<file path="src/rtl/alarm_clock_pkg.sv">
// ============================================================================
// Module      : alarm_clock_pkg
// Description : Shared FSM states, key/BCD limits and the HH:MM range check.
// Revision    : 1.0 - initial release
// ============================================================================
`default_nettype none

package alarm_clock_pkg;

    typedef enum logic [2:0] {
        IDLE       = 3'd0,
        ENTRY      = 3'd1,
        SHOW_ALARM = 3'd2,
        LOAD_ALARM = 3'd3,
        LOAD_TIME  = 3'd4
    } state_e;

    localparam logic [3:0] KEY_DIGIT_MAX = 4'd9;
    localparam logic [3:0] MS_HR_MAX     = 4'd2;
    localparam logic [3:0] LS_HR_MAX_24  = 4'd3;
    localparam logic [3:0] MS_MIN_MAX    = 4'd5;
    localparam logic [3:0] DIGIT_MAX     = 4'd9;
    localparam logic [2:0] DIGIT_COUNT   = 3'd4;

    // Hours 20-23 cap the units digit at 3; otherwise any BCD digit is allowed.
    function automatic logic valid_time(input logic [3:0] ms_hr,
                                        input logic [3:0] ls_hr,
                                        input logic [3:0] ms_min,
                                        input logic [3:0] ls_min);
        logic [3:0] ls_hr_max;
        ls_hr_max = (ms_hr == MS_HR_MAX) ? LS_HR_MAX_24 : DIGIT_MAX;
        return (ms_hr <= MS_HR_MAX) && (ls_hr <= ls_hr_max) &&
               (ms_min <= MS_MIN_MAX) && (ls_min <= DIGIT_MAX);
    endfunction

endpackage

`default_nettype wire

</file>
<file path="src/rtl/alarm_key_shift.sv">
// ============================================================================
// Module      : alarm_key_shift
// Description : 4-digit BCD shift buffer with saturating digit count.
// Revision    : 1.0 - initial release
// ============================================================================
`default_nettype none

module alarm_key_shift
    import alarm_clock_pkg::*;
(
    input  logic       clock,
    input  logic       reset,
    input  logic       clear_i,
    input  logic       shift_i,
    input  logic [3:0] key_i,
    output logic [3:0] ms_hr_o,
    output logic [3:0] ls_hr_o,
    output logic [3:0] ms_min_o,
    output logic [3:0] ls_min_o,
    output logic [2:0] count_o
);

    logic [3:0] ms_hr_q, ls_hr_q, ms_min_q, ls_min_q;
    logic [3:0] ms_hr_d, ls_hr_d, ms_min_d, ls_min_d;
    logic [2:0] count_q, count_d;

    // clear together with shift starts a fresh entry holding just the new key
    always_comb begin
        ms_hr_d  = ms_hr_q;
        ls_hr_d  = ls_hr_q;
        ms_min_d = ms_min_q;
        ls_min_d = ls_min_q;
        count_d  = count_q;
        if (clear_i) begin
            ms_hr_d  = 4'd0;
            ls_hr_d  = 4'd0;
            ms_min_d = 4'd0;
            ls_min_d = 4'd0;
            count_d  = 3'd0;
        end
        if (shift_i) begin
            ms_hr_d  = clear_i ? 4'd0 : ls_hr_q;
            ls_hr_d  = clear_i ? 4'd0 : ms_min_q;
            ms_min_d = clear_i ? 4'd0 : ls_min_q;
            ls_min_d = key_i;
            if (clear_i)
                count_d = 3'd1;
            else if (count_q != DIGIT_COUNT)
                count_d = count_q + 3'd1;
        end
    end

    always_ff @(posedge clock or posedge reset) begin
        if (reset) begin
            ms_hr_q  <= 4'd0;
            ls_hr_q  <= 4'd0;
            ms_min_q <= 4'd0;
            ls_min_q <= 4'd0;
            count_q  <= 3'd0;
        end else begin
            ms_hr_q  <= ms_hr_d;
            ls_hr_q  <= ls_hr_d;
            ms_min_q <= ms_min_d;
            ls_min_q <= ls_min_d;
            count_q  <= count_d;
        end
    end

    assign ms_hr_o  = ms_hr_q;
    assign ls_hr_o  = ls_hr_q;
    assign ms_min_o = ms_min_q;
    assign ls_min_o = ls_min_q;
    assign count_o  = count_q;

endmodule

`default_nettype wire

</file>
<file path="src/rtl/alarm_key_entry.sv">
// ============================================================================
// Module      : alarm_key_entry
// Description : Keypad HH:MM entry FSM with range check, load strobes and
//               display select. Optional ENTRY_TIMEOUT_EN abandons idle entry.
// Revision    : 1.0 - initial release
// ============================================================================
`default_nettype none

module alarm_key_entry
    import alarm_clock_pkg::*;
#(
    parameter int unsigned TIMEOUT_SEC = 10
) (
    input  logic       clock,
    input  logic       reset,
    input  logic [3:0] key,
    input  logic       key_valid,
    input  logic       alarm_button,
    input  logic       time_button,
    input  logic       one_second,
    output logic [3:0] new_alarm_ms_hr,
    output logic [3:0] new_alarm_ls_hr,
    output logic [3:0] new_alarm_ms_min,
    output logic [3:0] new_alarm_ls_min,
    output logic       load_new_alarm,
    output logic       load_new_time,
    output logic       show_new_time,
    output logic       show_alarm,
    output logic       entry_error
);

    state_e     state_q, state_d;
    logic       err_q, err_d;
    logic       clear_w, shift_w;
    logic       digit_w, full_ok_w, timeout_w;
    logic [2:0] count_w;

    assign digit_w = key_valid && (key <= KEY_DIGIT_MAX);

    alarm_key_shift u_shift (
        .clock    (clock),
        .reset    (reset),
        .clear_i  (clear_w),
        .shift_i  (shift_w),
        .key_i    (key),
        .ms_hr_o  (new_alarm_ms_hr),
        .ls_hr_o  (new_alarm_ls_hr),
        .ms_min_o (new_alarm_ms_min),
        .ls_min_o (new_alarm_ls_min),
        .count_o  (count_w)
    );

    assign full_ok_w = (count_w == DIGIT_COUNT) &&
                       valid_time(new_alarm_ms_hr, new_alarm_ls_hr,
                                  new_alarm_ms_min, new_alarm_ls_min);

`ifdef ENTRY_TIMEOUT_EN
    localparam int TIMER_W = $clog2(TIMEOUT_SEC + 1);
    localparam logic [TIMER_W-1:0] TIMER_LAST = TIMER_W'(TIMEOUT_SEC - 1);

    logic [TIMER_W-1:0] timer_q, timer_d;

    // Digits and buttons outrank the final tick.
    assign timeout_w = (state_q == ENTRY) && one_second && !digit_w &&
                       !alarm_button && !time_button && (timer_q == TIMER_LAST);

    always_comb begin
        timer_d = timer_q;
        if ((state_q != ENTRY) || digit_w || timeout_w)
            timer_d = '0;
        else if (one_second)
            timer_d = timer_q + 1'b1;
    end

    always_ff @(posedge clock or posedge reset) begin
        if (reset)
            timer_q <= '0;
        else
            timer_q <= timer_d;
    end
`else
    logic unused_w;
    assign unused_w  = one_second ^ (TIMEOUT_SEC != 0);
    assign timeout_w = 1'b0;
`endif

    always_comb begin
        state_d = state_q;
        err_d   = 1'b0;
        clear_w = 1'b0;
        shift_w = 1'b0;
        case (state_q)
            IDLE: begin
                if (digit_w) begin
                    clear_w = 1'b1;
                    shift_w = 1'b1;
                    state_d = ENTRY;
                end else if (alarm_button) begin
                    state_d = SHOW_ALARM;
                end
            end
            SHOW_ALARM: begin
                if (!alarm_button)
                    state_d = IDLE;
            end
            ENTRY: begin
                if (digit_w) begin
                    shift_w = 1'b1;
                end else if (alarm_button || time_button) begin
                    if (full_ok_w) begin
                        state_d = alarm_button ? LOAD_ALARM : LOAD_TIME;
                    end else begin
                        err_d   = 1'b1;
                        clear_w = 1'b1;
                        state_d = IDLE;
                    end
                end else if (timeout_w) begin
                    clear_w = 1'b1;
                    state_d = IDLE;
                end
            end
            LOAD_ALARM: state_d = IDLE;
            LOAD_TIME:  state_d = IDLE;
            default:    state_d = IDLE;
        endcase
    end

    always_ff @(posedge clock or posedge reset) begin
        if (reset) begin
            state_q <= IDLE;
            err_q   <= 1'b0;
        end else begin
            state_q <= state_d;
            err_q   <= err_d;
        end
    end

    assign load_new_alarm = (state_q == LOAD_ALARM);
    assign load_new_time  = (state_q == LOAD_TIME);
    assign show_new_time  = (state_q == ENTRY);
    assign show_alarm     = (state_q == SHOW_ALARM);
    assign entry_error    = err_q;

endmodule

`default_nettype wire

</file>
<file path="config.mk">
export PLATFORM = sky130hd
export DESIGN_NAME = alarm_key_entry
export DESIGN_NICKNAME = d
export VERILOG_FILES = /design/src/rtl/alarm_clock_pkg.sv /design/src/rtl/alarm_key_shift.sv /design/src/rtl/alarm_key_entry.sv
export SDC_FILE = /design/constraint.sdc
export NUM_CORES = 1
export LEC_CHECK = 0
export CORE_AREA = 2 2 52 54
export DETAILED_ROUTE_END_ITERATION = 10
export DIE_AREA = 0 0 54 56
export GPL_TIMING_DRIVEN = 0
export PLACE_DENSITY_LB_ADDON = 0.15
export SLEW_MARGIN = 20
export SYNTH_ARGS = -nofsm -noshare
export SYNTH_HDL_FRONTEND = slang
export SYNTH_HIERARCHICAL = 1
export SYNTH_SLANG_ARGS = --single-unit
export TNS_END_PERCENT = 1
</file>
<file path="constraint.sdc">
create_clock -name clock -period 2.97 [get_ports clock]
set_input_delay 0.594 -clock clock [delete_from_list [all_inputs] [get_ports clock]]
set_output_delay 0.594 -clock clock [all_outputs]
set_load 0.05 [all_outputs]
</file>
# After elaboration in Yosys (flattened, before gate mapping)
# Index checks and enable logic that the tools add are counted.
# totals
wordCells,62
out_inout_bits,21
register_bits,23
# classes
eq_ne,11
n_reduce_logical,10
n_mux,28
n_addsub,1
order_cmp,5
# op_table
cell,n
$mux 4,9
$mux 3,11
$pmux 3 s3,1
$le 4x4->1 const B,2
$eq 3x2->1 const B,2
$eq 3x3->1 const B,2
$mux 1,6
$ne 3x3->1 const B,2
$logic_and 1x1->1,5
$eq 4x2->1 const B,1
$le 4x2->1 const B,1
$le 4x3->1 const B,1
$le 4x4->1,1
$ne 2x2->1 const B,2
$reduce_and 4->1,1
$add 3x1->3 const B,1
$eq 3x1->1 const B,1
$logic_not 3->1,1
$ne 2x1->1 const B,1
$pmux 1 s2,1
$reduce_bool 2->1,1
$reduce_or 2->1,1
$logic_or 1x1->1,1

# Logic depth before layout (Yosys ltp)
# depth
ltp_word,15
depth_mapped,7
mapped_depth_nobuf,6

# Cells and area by module
# Netlist, hierarchy kept.
# by_module_without_submodules
mod,cells_each,n_inst,area_each_um2
alarm_key_shift,68,1,827.0
alarm_key_entry,28,1,266.5

# Worst setup path after synthesis
# Ideal clock, no wire load.
# synth_timing
path_type,flip-flop to flip-flop
startpoint,reg state_q[1]
endpoint,"reg u_shift.count_q[0], in the netlist u_shift/count_o[0]"
n_path_buf,1
setup_time_ps,94
t_arrival_ps,2722
slack_ps,155
stages_incl_launch_ff,7
synth_period_minus_slack_ps,2815
cell_sequence,dfrtp_1 nor3_1 o211ai_1 o2bb2ai_1 buf_2 o21ai_2 a221oi_2
# synth_via
elab_chain_len,6
elab_cells_between_ends,9
# synth_lines
element,line_no,rtl
start: declaration,alarm_key_entry.sv:32,"state_e state_q, state_d;"
start signal: assignment,alarm_key_entry.sv:133,state_q <= state_d;
$eq 3x1->1 (*),--,
named net show_new_time,alarm_key_entry.sv:27,"output logic show_new_time,"
$pmux 1 s2 (*),alarm_key_entry.sv:92,case (state_q)
named net clear_w,alarm_key_entry.sv:34,"logic clear_w, shift_w;"
$mux 3,alarm_key_shift.sv:34,if (clear_i) begin
$mux 3,alarm_key_shift.sv:48,else if (count_q != DIGIT_COUNT)
$mux 3,alarm_key_shift.sv:46,if (clear_i)
$mux 3 (*),alarm_key_shift.sv:41,if (shift_i) begin
named net u_shift.count_d[0],alarm_key_shift.sv:25,"logic [2:0] count_q, count_d;"
end signal: assignment,alarm_key_shift.sv:65,count_q <= count_d;
end: declaration,alarm_key_shift.sv:25,
# Mark *: on every way through the listed nets, which the timed path passes. The rest lies on a longest branch.
# A chain may end at the register's enable or synchronous reset.

# Worst setup path in the final report
# layout_timing
startpoint,reg state_q[1]
endpoint,out show_new_time
# layout_via
elab_chain_len,1
# layout_lines
element,line_no,rtl
$eq 3x1->1,alarm_key_entry.sv:140,assign show_new_time = (state_q == ENTRY);
end: declaration,alarm_key_entry.sv:27,
# Every way passes these cells.

==> results.sh <==
export IMPL_drc_errors=0
export IMPL_hpwl_um=1710
export IMPL_n_antenna_cell=0
export IMPL_final_hold_viol_count=0
export IMPL_timing_setup_critical_path_class="flop to primary output"
export IMPL_post_route_cells_drive_above_1_share=0.101
export IMPL_cp_end_kind="primary output"
export IMPL_arrival_ns=2.03
export IMPL_cts_inserted_buffers=3
export IMPL_yosysSeqAreaShare=0.526
export IMPL_synth_nets=108
export IMPL_yosys_area_top_type_share=0.526
export IMPL_slowest_delay_ns=0.89
export IMPL_clock_insertion_delay_worst_skew_ns=0.30
export IMPL_floorplan_die_width_um=54
export IMPL_dieArea_sq_um=3020
export IMPL_yosysUniqueCellTypes=31
export IMPL_routed_via_count=843
export IMPL_drt_pass1_iterations=4
export IMPL_initial_core_util=0.450
export IMPL_synthMostInstantiatedCell="sky130_fd_sc_hd__dfrtp_1"
export IMPL_worst_pin_slew_ns=0.761
export IMPL_placeable_core_region_sq_um=2430
export IMPL_preCtsSetupSlack_ns=0.122
export IMPL_setup_violations=0
export IMPL_wire_length_of_the_first_global_routing_pass_um=3980
export IMPL_crit_required_ns=2.38
export IMPL_io_pins=31
export IMPL_crit_chain="nor3_1 > clkdlybuf4s50_1"
export IMPL_syn_mean_instance_area_sq_um=11.4
export IMPL_cap_viol_max_count=0
export IMPL_fin_skew_ns=0.00777
export IMPL_clk_pin_slew_ns=0.12
export IMPL_route_detailed_wl_per_inst_um=15.2
export IMPL_layout_worst_path_cycle_share=0.885
export IMPL_finalMaxSlewViolations=0
export IMPL_worst_slack_ns=0.343
export IMPL_synth_cells_most_frequent="23 x sky130_fd_sc_hd__dfrtp_1, 16 x sky130_fd_sc_hd__nor2_1, 13 x sky130_fd_sc_hd__mux2i_1, 6 x sky130_fd_sc_hd__inv_1"
export IMPL_hp_class="input pin to async pin"
export IMPL_pin_count_of_the_biggest_net_entering_global_routing=20
export IMPL_post_layout_nets=142
export IMPL_final_antenna_net_count=0
export IMPL_post_synth_inst_count=96
export IMPL_synthDominantAreaCellType="sky130_fd_sc_hd__dfrtp_1"
export IMPL_total_routing_resource_utilization_after_global_routing=0.179
export IMPL_total_leakage_power_uw=0.000654
export IMPL_post_dp_cell_area_sq_um=1420
export IMPL_run_status="completed"
export IMPL_syn_area_sq_um=1090
export IMPL_ctsLongestPathBuffers=2
export IMPL_max_slew_margin=0.489
export IMPL_ys_ff_latch=23
export IMPL_timing_critical_path_from_type="flop"
export IMPL_rsz0062_at_grt="no"
export IMPL_cp_slowest_cell="sky130_fd_sc_hd__clkdlybuf4s50_1"
export IMPL_clock_sink_count=23
export IMPL_total_power_uw=843
export IMPL_placementRows=18
export IMPL_synth_async_sr_flop_share=1.00
export IMPL_post_cts_setup_buffer_count=0
export IMPL_drt_iter0_drc=9
export IMPL_cts_repair_resized=0
export IMPL_number_of_enable_flip_flop_cells_after_synthesis=0
export IMPL_yosys_most_used_dff="sky130_fd_sc_hd__dfrtp_1"
export IMPL_cts_hold_buf=0
export IMPL_port_buffers=29
export IMPL_number_of_global_route_vias_before_repair=822
export IMPL_grt_antenna_before_repair=0
export IMPL_netlist_top_cells_area="sky130_fd_sc_hd__dfrtp_1 53%, sky130_fd_sc_hd__mux2i_1 12%, sky130_fd_sc_hd__nor2_1 5.5%"
export IMPL_syn2layout_area_growth_pct=32.5
export IMPL_final_routed_wirelength_um=2410
export IMPL_worst_setup_path_startpoint="state_q[1]$_DFFE_PP0P_"
export IMPL_die_h_um=56
export IMPL_final_estimated_routing_congestion_in_global_placement=0.730
export IMPL_gr_total_overflow=0
export IMPL_ir_worst_vdd_uv=413
export IMPL_viasPerCell=5.30
export IMPL_synth_yosys_warnings=6
export IMPL_final_standard_cell_area_without_fillers_sq_um=1450
export IMPL_path_max_fanout=6
export IMPL_tritoncts_clock_tree="done"
export IMPL_cts_htree_levels=1
export IMPL_fin_tns_setup_ns=0
export IMPL_regToRegStartpoint="u_shift/count_o[1]$_DFF_PP0_"
export IMPL_cts_root_buf="sky130_fd_sc_hd__clkbuf_4"
export IMPL_fmax_ghz=0.381
export IMPL_min_period_ns=2.63
export IMPL_power_density_nw_per_um2=582
## layout by cell type (no fill, tap or decap)
cell                               n
sky130_fd_sc_hd__clkdlybuf4s50_1  29
sky130_fd_sc_hd__buf_2             2
sky130_fd_sc_hd__o21a_1            1
sky130_fd_sc_hd__o2bb2ai_1         1
sky130_fd_sc_hd__ha_1              2
sky130_fd_sc_hd__and4b_1           1
sky130_fd_sc_hd__nor2b_1           1
sky130_fd_sc_hd__nand2_1           2
sky130_fd_sc_hd__o21ai_2           1
sky130_fd_sc_hd__a22o_1            4
sky130_fd_sc_hd__nor2_1           16
sky130_fd_sc_hd__a21oi_1           1
sky130_fd_sc_hd__clkbuf_4          3
sky130_fd_sc_hd__and3_2            1
sky130_fd_sc_hd__a2111oi_0         1
sky130_fd_sc_hd__nor3b_1           1
sky130_fd_sc_hd__nor3b_2           1
sky130_fd_sc_hd__inv_1             6
sky130_fd_sc_hd__a21boi_2          1
sky130_fd_sc_hd__a311o_1           1
sky130_fd_sc_hd__o32ai_1           1
sky130_fd_sc_hd__a41o_1            1
sky130_fd_sc_hd__buf_4             1
sky130_fd_sc_hd__and3_1            2
sky130_fd_sc_hd__mux2i_1          13
sky130_fd_sc_hd__a221oi_2          1
sky130_fd_sc_hd__dfrtp_1          23
sky130_fd_sc_hd__o211ai_1          1
sky130_fd_sc_hd__o21ai_0           2
sky130_fd_sc_hd__o2111a_1          1
sky130_fd_sc_hd__clkinv_2          1
sky130_fd_sc_hd__or4b_1            1
sky130_fd_sc_hd__nor3_1            4
sky130_fd_sc_hd__buf_6             1
## flip-flops by register name, indices dropped and copies added (netlist names)
name              cells
u_shift/ls_min_o      4
u_shift/count_o       3
state_q               3
u_shift/ls_hr_o       4
u_shift/ms_hr_o       4
u_shift/ms_min_o      4
entry_error           1
## worst max-delay path, delay by kind of cell (launching register included)
| kind | cells | cell delay [ns] |
|---|---|---|
| buffers and inverters | 1 | 0.89 |
| DFF | 1 | 0.44 |
| and+or+nand+nor | 1 | 0.40 |
## area by class of cell
class                           count  area (sq um)
Timing Repair Buffer               29           290
Multi-Input combinational cell     63           467
Buffer                              4          28.8
Inverter                            6          22.5
Clock inverter                      1          5.00
Fill cell                         231           983
Sequential cell                    23           576
Clock buffer                        3          22.5
Tap cell                           30          37.5
## through the flow
stage,utilization,instances,hold slack [ns]
after floorplan,-,96,0.360
after global placement,0.584,155,0.512
after detailed placement,0.584,155,0.522
after CTS,0.596,159,0.489
after global routing,0.596,159,0.492
final,0.596,159,0.496
## cells by family (layout without fill, tap and decap cells)
kind of cell    count (synthesis)  count (layout)  synth area share
compound gates                 18              18             0.144
fa+ha+maj                       2               2            0.0229
flops                          23              23             0.526
simple gates                   30              30             0.141
mux                            13              13             0.119
buf+inv                        10              43            0.0469
## report_power, final
group | switching [uW] | internal, uW
Combinational | 193 | 116
Sequential | 40.0 | 353
Clock | 90.8 | 50.1
Total | 324 | 519
## final timing paths
path                                             endpoint  slack (ns)  cells after the start
setup / recovery                            show_new_time        0.34                      2
hold / removal                     state_q[1]$_DFFE_PP0P_        0.50                      2
setup reg to reg            u_shift/ls_min_o[3]$_DFF_PP0_        0.64                      7
hold reg to reg             u_shift/ls_min_o[0]$_DFF_PP0_        0.56                      1
max in group asynchronous  u_shift/ms_hr_o[2]$_DFFE_PP0P_        1.76                      2
min in group clock          u_shift/ls_min_o[0]$_DFF_PP0_        0.56                      1
## per-layer routing
metal | part of all wire | vias to the layer above | track usage
met1 | 0.48 | 411 | 0.260
met5 | 0 | - | 0
met4 | 0.0087 | 0 | 0.0643
li1 | - | 410 | -
met3 | 0.038 | 2 | 0.0242
met2 | 0.47 | 20 | 0.267
(Power assumes the default switching activity.)
